===== config.mk =====
export PLATFORM = sky130hd
export DESIGN_NAME = mem_port_arbiter
export DESIGN_NICKNAME = d
export VERILOG_FILES = /design/src/rtl/mem_arb_pkg.sv /design/src/rtl/mem_load_extend.sv /design/src/rtl/mem_port_arbiter.sv
export SDC_FILE = /design/constraint.sdc
export NUM_CORES = 1
export LEC_CHECK = 0
export CAP_MARGIN = 20
export CELL_PAD_IN_SITES_DETAIL_PLACEMENT = 1
export CELL_PAD_IN_SITES_GLOBAL_PLACEMENT = 2
export CORE_MARGIN = 2
export CORE_UTILIZATION = 30
export CTS_CLUSTER_SIZE = 40
export DETAILED_ROUTE_END_ITERATION = 6
export GPL_TIMING_DRIVEN = 1
export MAX_ROUTING_LAYER = met4
export PLACE_DENSITY = 0.78
export SYNTH_ARGS = -nofsm -noshare
export SYNTH_HDL_FRONTEND = slang
export SYNTH_HIERARCHICAL = 1
export SYNTH_SLANG_ARGS = --single-unit

===== constraint.sdc =====
create_clock -name clock -period 26.1 [get_ports clock]
set_clock_uncertainty 0.05 [all_clocks]
set_input_delay 7.83 -clock clock [delete_from_list [all_inputs] [get_ports clock]]
set_output_delay 7.83 -clock clock [all_outputs]
set_load 0.01 [all_outputs]

===== src/rtl/mem_arb_pkg.sv =====
// Shared types and size decoding for the byte-serial memory port arbiter.
package mem_arb_pkg;

  typedef enum logic [1:0] {
    IDLE    = 2'd0,
    IF_XFER = 2'd1,
    D_XFER  = 2'd2,
    DONE    = 2'd3
  } arb_state_e;

  typedef enum logic {
    OWN_IF = 1'b0,
    OWN_D  = 1'b1
  } arb_owner_e;

  // Load/store size codes carried on funct3.
  localparam logic [2:0] SZ_B  = 3'b000;
  localparam logic [2:0] SZ_H  = 3'b001;
  localparam logic [2:0] SZ_W  = 3'b010;
  localparam logic [2:0] SZ_BU = 3'b100;
  localparam logic [2:0] SZ_HU = 3'b101;

  // Number of single-byte memory accesses for a size code; unknown codes are words.
  function automatic logic [2:0] size_bytes(input logic [2:0] funct3);
    logic [2:0] n;
    case (funct3)
      SZ_B, SZ_BU: n = 3'd1;
      SZ_H, SZ_HU: n = 3'd2;
      default:     n = 3'd4;
    endcase
    return n;
  endfunction

endpackage


===== src/rtl/mem_load_extend.sv =====
// Combines four little-endian byte lanes into a sign/zero-extended load result.
module mem_load_extend
  import mem_arb_pkg::*;
(
  input  logic [3:0][7:0] lanes_i,
  input  logic [2:0]      funct3_i,
  output logic [31:0]     data_o
);

  // Select width and extension from the size code; lane 0 lands in bits 7:0.
  always_comb begin
    data_o = lanes_i;
    case (funct3_i)
      SZ_B:    data_o = {{24{lanes_i[0][7]}}, lanes_i[0]};
      SZ_H:    data_o = {{16{lanes_i[1][7]}}, lanes_i[1], lanes_i[0]};
      SZ_BU:   data_o = {24'h000000, lanes_i[0]};
      SZ_HU:   data_o = {16'h0000, lanes_i[1], lanes_i[0]};
      default: data_o = lanes_i;
    endcase
  end

endmodule


===== src/rtl/mem_port_arbiter.sv =====
// Shares a byte-wide memory between the fetch and load/store ports, serialising
// each granted request into single-byte accesses.
module mem_port_arbiter
  import mem_arb_pkg::*;
(
  input  logic        clock,
  input  logic        reset,
  input  logic        if_read,
  input  logic [31:0] if_address,
  output logic [31:0] if_readdata,
  output logic        if_busywait,
  input  logic        d_read,
  input  logic        d_write,
  input  logic [31:0] d_address,
  input  logic [31:0] d_writedata,
  input  logic [2:0]  d_funct3,
  output logic [31:0] d_readdata,
  output logic        d_busywait,
  output logic        mem_read,
  output logic        mem_write,
  output logic [31:0] mem_address,
  output logic [7:0]  mem_writedata,
  input  logic [7:0]  mem_readdata,
  input  logic        mem_busywait
);

  arb_state_e      state_q, state_d;
  arb_owner_e      owner_q, owner_d;
  logic [31:0]     base_q, base_d;
  logic [31:0]     wdata_q, wdata_d;
  logic [2:0]      funct3_q, funct3_d;
  logic [2:0]      count_q, count_d;
  logic [1:0]      idx_q, idx_d;
  logic [3:0][7:0] lanes_q, lanes_d;
  logic [31:0]     if_rdata_q, if_rdata_d;
  logic [31:0]     d_rdata_q, d_rdata_d;
  logic            mem_read_q, mem_read_d;
  logic            mem_write_q, mem_write_d;
  logic [31:0]     mem_addr_q, mem_addr_d;
  logic [7:0]      mem_wdata_q, mem_wdata_d;

  logic            d_req;
  logic            xfer;
  logic            byte_done;
  logic            last_byte;
  logic [1:0]      nxt_idx;
  logic [3:0][7:0] lanes_cap;
  logic [31:0]     load_word;

  assign d_req     = d_read ^ d_write;
  assign xfer      = (state_q == IF_XFER) || (state_q == D_XFER);
  assign byte_done = xfer && (mem_read_q || mem_write_q) && !mem_busywait;
  assign last_byte = ({1'b0, idx_q} == (count_q - 3'd1));
  assign nxt_idx   = idx_q + 2'd1;

  // Busywait drops only during the owning port's DONE cycle.
  assign if_busywait = if_read && !((state_q == DONE) && (owner_q == OWN_IF));
  assign d_busywait  = d_req   && !((state_q == DONE) && (owner_q == OWN_D));

  assign if_readdata   = if_rdata_q;
  assign d_readdata    = d_rdata_q;
  assign mem_read      = mem_read_q;
  assign mem_write     = mem_write_q;
  assign mem_address   = mem_addr_q;
  assign mem_writedata = mem_wdata_q;

  // Byte lanes including the byte arriving this cycle, so the final byte is
  // visible to the extender on the same edge that enters DONE.
  always_comb begin
    lanes_cap = lanes_q;
    if (byte_done && mem_read_q) lanes_cap[idx_q] = mem_readdata;
  end

  mem_load_extend u_extend (
    .lanes_i  (lanes_cap),
    .funct3_i (funct3_q),
    .data_o   (load_word)
  );

  // Arbitration, byte sequencing and result capture.
  always_comb begin
    state_d     = state_q;
    owner_d     = owner_q;
    base_d      = base_q;
    wdata_d     = wdata_q;
    funct3_d    = funct3_q;
    count_d     = count_q;
    idx_d       = idx_q;
    lanes_d     = lanes_q;
    if_rdata_d  = if_rdata_q;
    d_rdata_d   = d_rdata_q;
    mem_read_d  = mem_read_q;
    mem_write_d = mem_write_q;
    mem_addr_d  = mem_addr_q;
    mem_wdata_d = mem_wdata_q;

    case (state_q)
      IDLE: begin
        if (d_req) begin
          state_d     = D_XFER;
          owner_d     = OWN_D;
          base_d      = d_address;
          wdata_d     = d_writedata;
          funct3_d    = d_funct3;
          count_d     = size_bytes(d_funct3);
          idx_d       = 2'd0;
          lanes_d     = '0;
          mem_read_d  = d_read;
          mem_write_d = d_write;
          mem_addr_d  = d_address;
          mem_wdata_d = d_writedata[7:0];
        end else if (if_read) begin
          state_d     = IF_XFER;
          owner_d     = OWN_IF;
          base_d      = if_address;
          wdata_d     = '0;
          funct3_d    = SZ_W;
          count_d     = 3'd4;
          idx_d       = 2'd0;
          lanes_d     = '0;
          mem_read_d  = 1'b1;
          mem_write_d = 1'b0;
          mem_addr_d  = if_address;
          mem_wdata_d = '0;
        end
      end

      IF_XFER, D_XFER: begin
        lanes_d = lanes_cap;
        if (byte_done) begin
          if (last_byte) begin
            state_d     = DONE;
            mem_read_d  = 1'b0;
            mem_write_d = 1'b0;
            if (mem_read_q) begin
              if (owner_q == OWN_IF) if_rdata_d = load_word;
              else                   d_rdata_d  = load_word;
            end
          end else begin
            idx_d       = nxt_idx;
            mem_addr_d  = base_q + {30'd0, nxt_idx};
            mem_wdata_d = wdata_q[{nxt_idx, 3'b000} +: 8];
          end
        end
      end

      DONE: state_d = IDLE;

      default: state_d = IDLE;
    endcase
  end

  // State and registered outputs; reset abandons any access in flight.
  always_ff @(posedge clock or posedge reset) begin
    if (reset) begin
      state_q     <= IDLE;
      owner_q     <= OWN_IF;
      base_q      <= '0;
      wdata_q     <= '0;
      funct3_q    <= '0;
      count_q     <= '0;
      idx_q       <= '0;
      lanes_q     <= '0;
      if_rdata_q  <= '0;
      d_rdata_q   <= '0;
      mem_read_q  <= 1'b0;
      mem_write_q <= 1'b0;
      mem_addr_q  <= '0;
      mem_wdata_q <= '0;
    end else begin
      state_q     <= state_d;
      owner_q     <= owner_d;
      base_q      <= base_d;
      wdata_q     <= wdata_d;
      funct3_q    <= funct3_d;
      count_q     <= count_d;
      idx_q       <= idx_d;
      lanes_q     <= lanes_d;
      if_rdata_q  <= if_rdata_d;
      d_rdata_q   <= d_rdata_d;
      mem_read_q  <= mem_read_d;
      mem_write_q <= mem_write_d;
      mem_addr_q  <= mem_addr_d;
      mem_wdata_q <= mem_wdata_d;
    end
  end

endmodule


==> results_dict.tcl <==
set metrics [dict create \
    dp_hpwl_um 21300 \
    routedWlPerCell_um 18.9 \
    coreArea_um2 34400 \
    p_comb_share_pct 6.6 \
    crit_family "buffers and inverters" \
    crit_path_end_kind "output pin" \
    syn_area_um2 10400 \
    cp_slowest_cell "clkdlybuf4s50_1" \
    slew_headroom_pct 30.9 \
    p_leak_nw 6.26 \
    slowest_delay_ns 0.56 \
    maxCapViolCount 0 \
    die_h_um 190 \
    ys_warn_count 6 \
    synth_ff_type "dfrtp_1" \
    internal_power_w 0.000600 \
    min-delay-start "wdata_q[31]" \
    clock_latency_ns 0.52 \
    r2r_slack_ns 21.90 \
    placedCellCount 1583 \
    synth.area.top_cells "dfrtp_1 (51%), mux2_2 (11%), nand2_1 (5.3%)" \
    grt_setup_unrepaired "no" \
    hold_viol 0 \
    die-area_um2 36300 \
    synthSimpleGateAreaFrac_pct 13.2 \
    synth-compound-area-share_pct 12.9 \
    cts.clk_slew.worst_paths_ns 0.06 \
    cts_resized 0 \
    ys_seq_elements 213 \
    drive_gt1_share_pct 15.3 \
    crit_arrival_ns 9.63 \
    worstHoldEndpoint "wdata_q[31]" \
    drt_iter0_markers 352 \
    cts_made_buffers 25 \
    fin_cells 1630 \
    post-route-min-period_ns 17.51 \
    yosysTopAreaCell "dfrtp_1" \
    cts_buffer_depth 3 \
    area_growth_pct 33.2 \
    seq_area_um2 5330 \
    post_cts_buffers 0 \
    via_per_inst 4.95 \
    place.gp.congestion 0.793 \
    dpl_cell_area_um2 13000 \
    ir_drop_v 0.0000427 \
    grt_pass1_vias 8535 \
    power_switching_w 0.000164 \
    layout_commonest_cell "clkdlybuf4s50_1" \
    synthAdderAreaFrac_pct 1.63 \
    layout_common_cells "clkdlybuf4s50_1 (220), dfrtp_1 (213), nand2_1 (146), mux2_2 (104), o21ai_0 (87)" \
    worstMarginPinSlew_ns 1.03 \
    timing.fmax_mhz 57.1 \
    holdPathStages 2 \
    critPathMaxFanout 40 \
    setup_viol 0 \
    multi_input_area_um2 4730 \
    grt_antenna_before_repair 2 \
    overflow 0 \
    fin_crit_sh_pct 67.1 \
    worst-path-buf-inv 4 \
    synth_top_area_share_pct 51.1 \
    synth_xor_xnor_area_share_pct 2.44 \
    final_critical_path_setup_slack_ns 8.59 \
    startpoint_type "primary input" \
    cp_common_cell "clkdlybuf4s50_1" \
    ys_seq_area_share_pct 51.1 \
    syn_nets 1091 \
    swShare_pct 21.4 \
    grt_pass1_wl_um 48800 \
    status "complete, no violations" \
    synth_edf_count 0 \
    synth_mux_area_share_pct 15.0 \
    synthArstFlopShare_pct 100 \
    cts_hold_buf 0 \
    clkPwrFrac_pct 49.7 \
    grt_use_total_pct 17.6 \
    crit_required_ns 18.22 \
    grt_max_degree 146 \
    first_pass_iters 4 \
    power.total_w 0.000763 \
    crit_type "primary input to output pin" \
    reg2reg_depth 8 \
    ios 221 \
    synth_top_family_by_area "multiplexers" \
    critPathLaunch "d_read" \
    r2r-end "mem_address[26]" \
    postRouteAntennaNets 0 \
    slew_violations 0 \
    syn_avg_cell_area_um2 10.8 \
    die_x_um 190 \
    layout.nets 1282 \
    drt_wl_total_um 30900 \
    cts_root_buffer "clkbuf_16" \
    synth_cell_type_count 53 \
    numPortBuffers 220 \
    fillers 3815 \
    power.density_nw_per_um2 54.9 \
    drc 0 \
    htree_levels 1 \
    num_rows 68 \
    reg2reg_from "idx_q[0]" \
    place_ws_ns 8.60 \
    vias 8068 \
    stdcell_area_um2 13900 \
    p_seq_share_pct 43.7 \
    start_util_pct 30.3 \
    tritoncts "done" \
    tns_ns 0 \
    min_path_type "flip-flop to flip-flop" \
    crit_chain "clkdlybuf4s50_1 -> inv_1 -> ha_2 -> buf_4 -> a21oi_1 -> clkdlybuf4s50_1" \
    syn_inst 965 \
    clock-sinks 213 \
]
sequential cells by signal, indices dropped and copies added, names as in the netlist:
register       cells
mem_write          1
base_q            32
mem_writedata      8
funct3_q           3
d_readdata        32
state_q            2
mem_read           1
idx_q              2
wdata_q           32
count_q            3
owner_q            1
if_readdata       32
lanes_q           32
mem_address       32
layer usage:
metal	vias up	share of wire (%)	global-route usage [%]
met4	0	1.2	3.22
met1	4032	44	22.1
met2	197	49	29.6
li1	3807	-	-
met5	-	0	-
met3	32	5.4	3.64
power groups by stage:
stage,combinational [W],clock (W),sequential (W)
after global routing,0.0000549,0.000405,0.000334
after detailed placement,0.0000509,0,0.000340
final,0.0000501,0.000380,0.000334
after global placement,0.0000505,0,0.000340
after floorplan,0.0000183,0,0.000340
after CTS,0.0000511,0.000391,0.000334
tightest hold or removal path, delay by kind of cell (launching register included):
| kind | cells | cell delay [ns] |
|---|---|---|
| flops | 1 | 0.34 |
| simple gates | 2 | 0.10 |
cell type report:
| type | instances | share of cell area (%) |
|---|---|---|
| timing repair buffer | 231 | 16.6 |
| clock buffer | 35 | 5.20 |
| clock inverter | 9 | 1.25 |
| inverter | 14 | 0.432 |
| sequential | 213 | 38.4 |
| multi-input combinational | 671 | 34.0 |
| tap | 455 | 4.10 |
| antenna | 2 | 0.0360 |
how the worst max path moves through the flow:
stage	slack, ns	cells past startpoint	end
2_1_floorplan	9.26	6	d_busywait
3_3_place_gp	8.61	6	d_busywait
3_5_place_dp	8.60	6	d_busywait
4_1_cts	8.59	6	d_busywait
5_1_grt	8.50	6	d_busywait
6_report	8.59	6	d_busywait
cell usage after synthesis (all sizes together) (12+ instances only):
cell type / n
dfrtp: 213
nand2: 151
mux2: 107
o21ai: 88
a22o: 41
a21oi: 37
clkbuf: 35
buf: 32
nor2: 29
nand3b: 28
xor2: 20
mux2i: 18
nand4: 15
inv: 14
nand3: 14
a22oi: 12
ha: 12
metrics by stage:
stage | utilization (%) | hold slack (ns)
floorplan | - | 0.383
global placement | 37.7 | 0.398
detailed placement | 37.7 | 0.402
CTS | 40.3 | 0.415
global route | 40.4 | 0.443
finish | 40.4 | 0.412
logic make-up after synthesis:
kind of cell    count (synthesis)
simple gates                  283
compound gates                213
flops                         213
mux                           133
buf+inv                        81
xor+xnor                       29
fa+ha+maj                      13
Power figures use the tool's default switching activity.
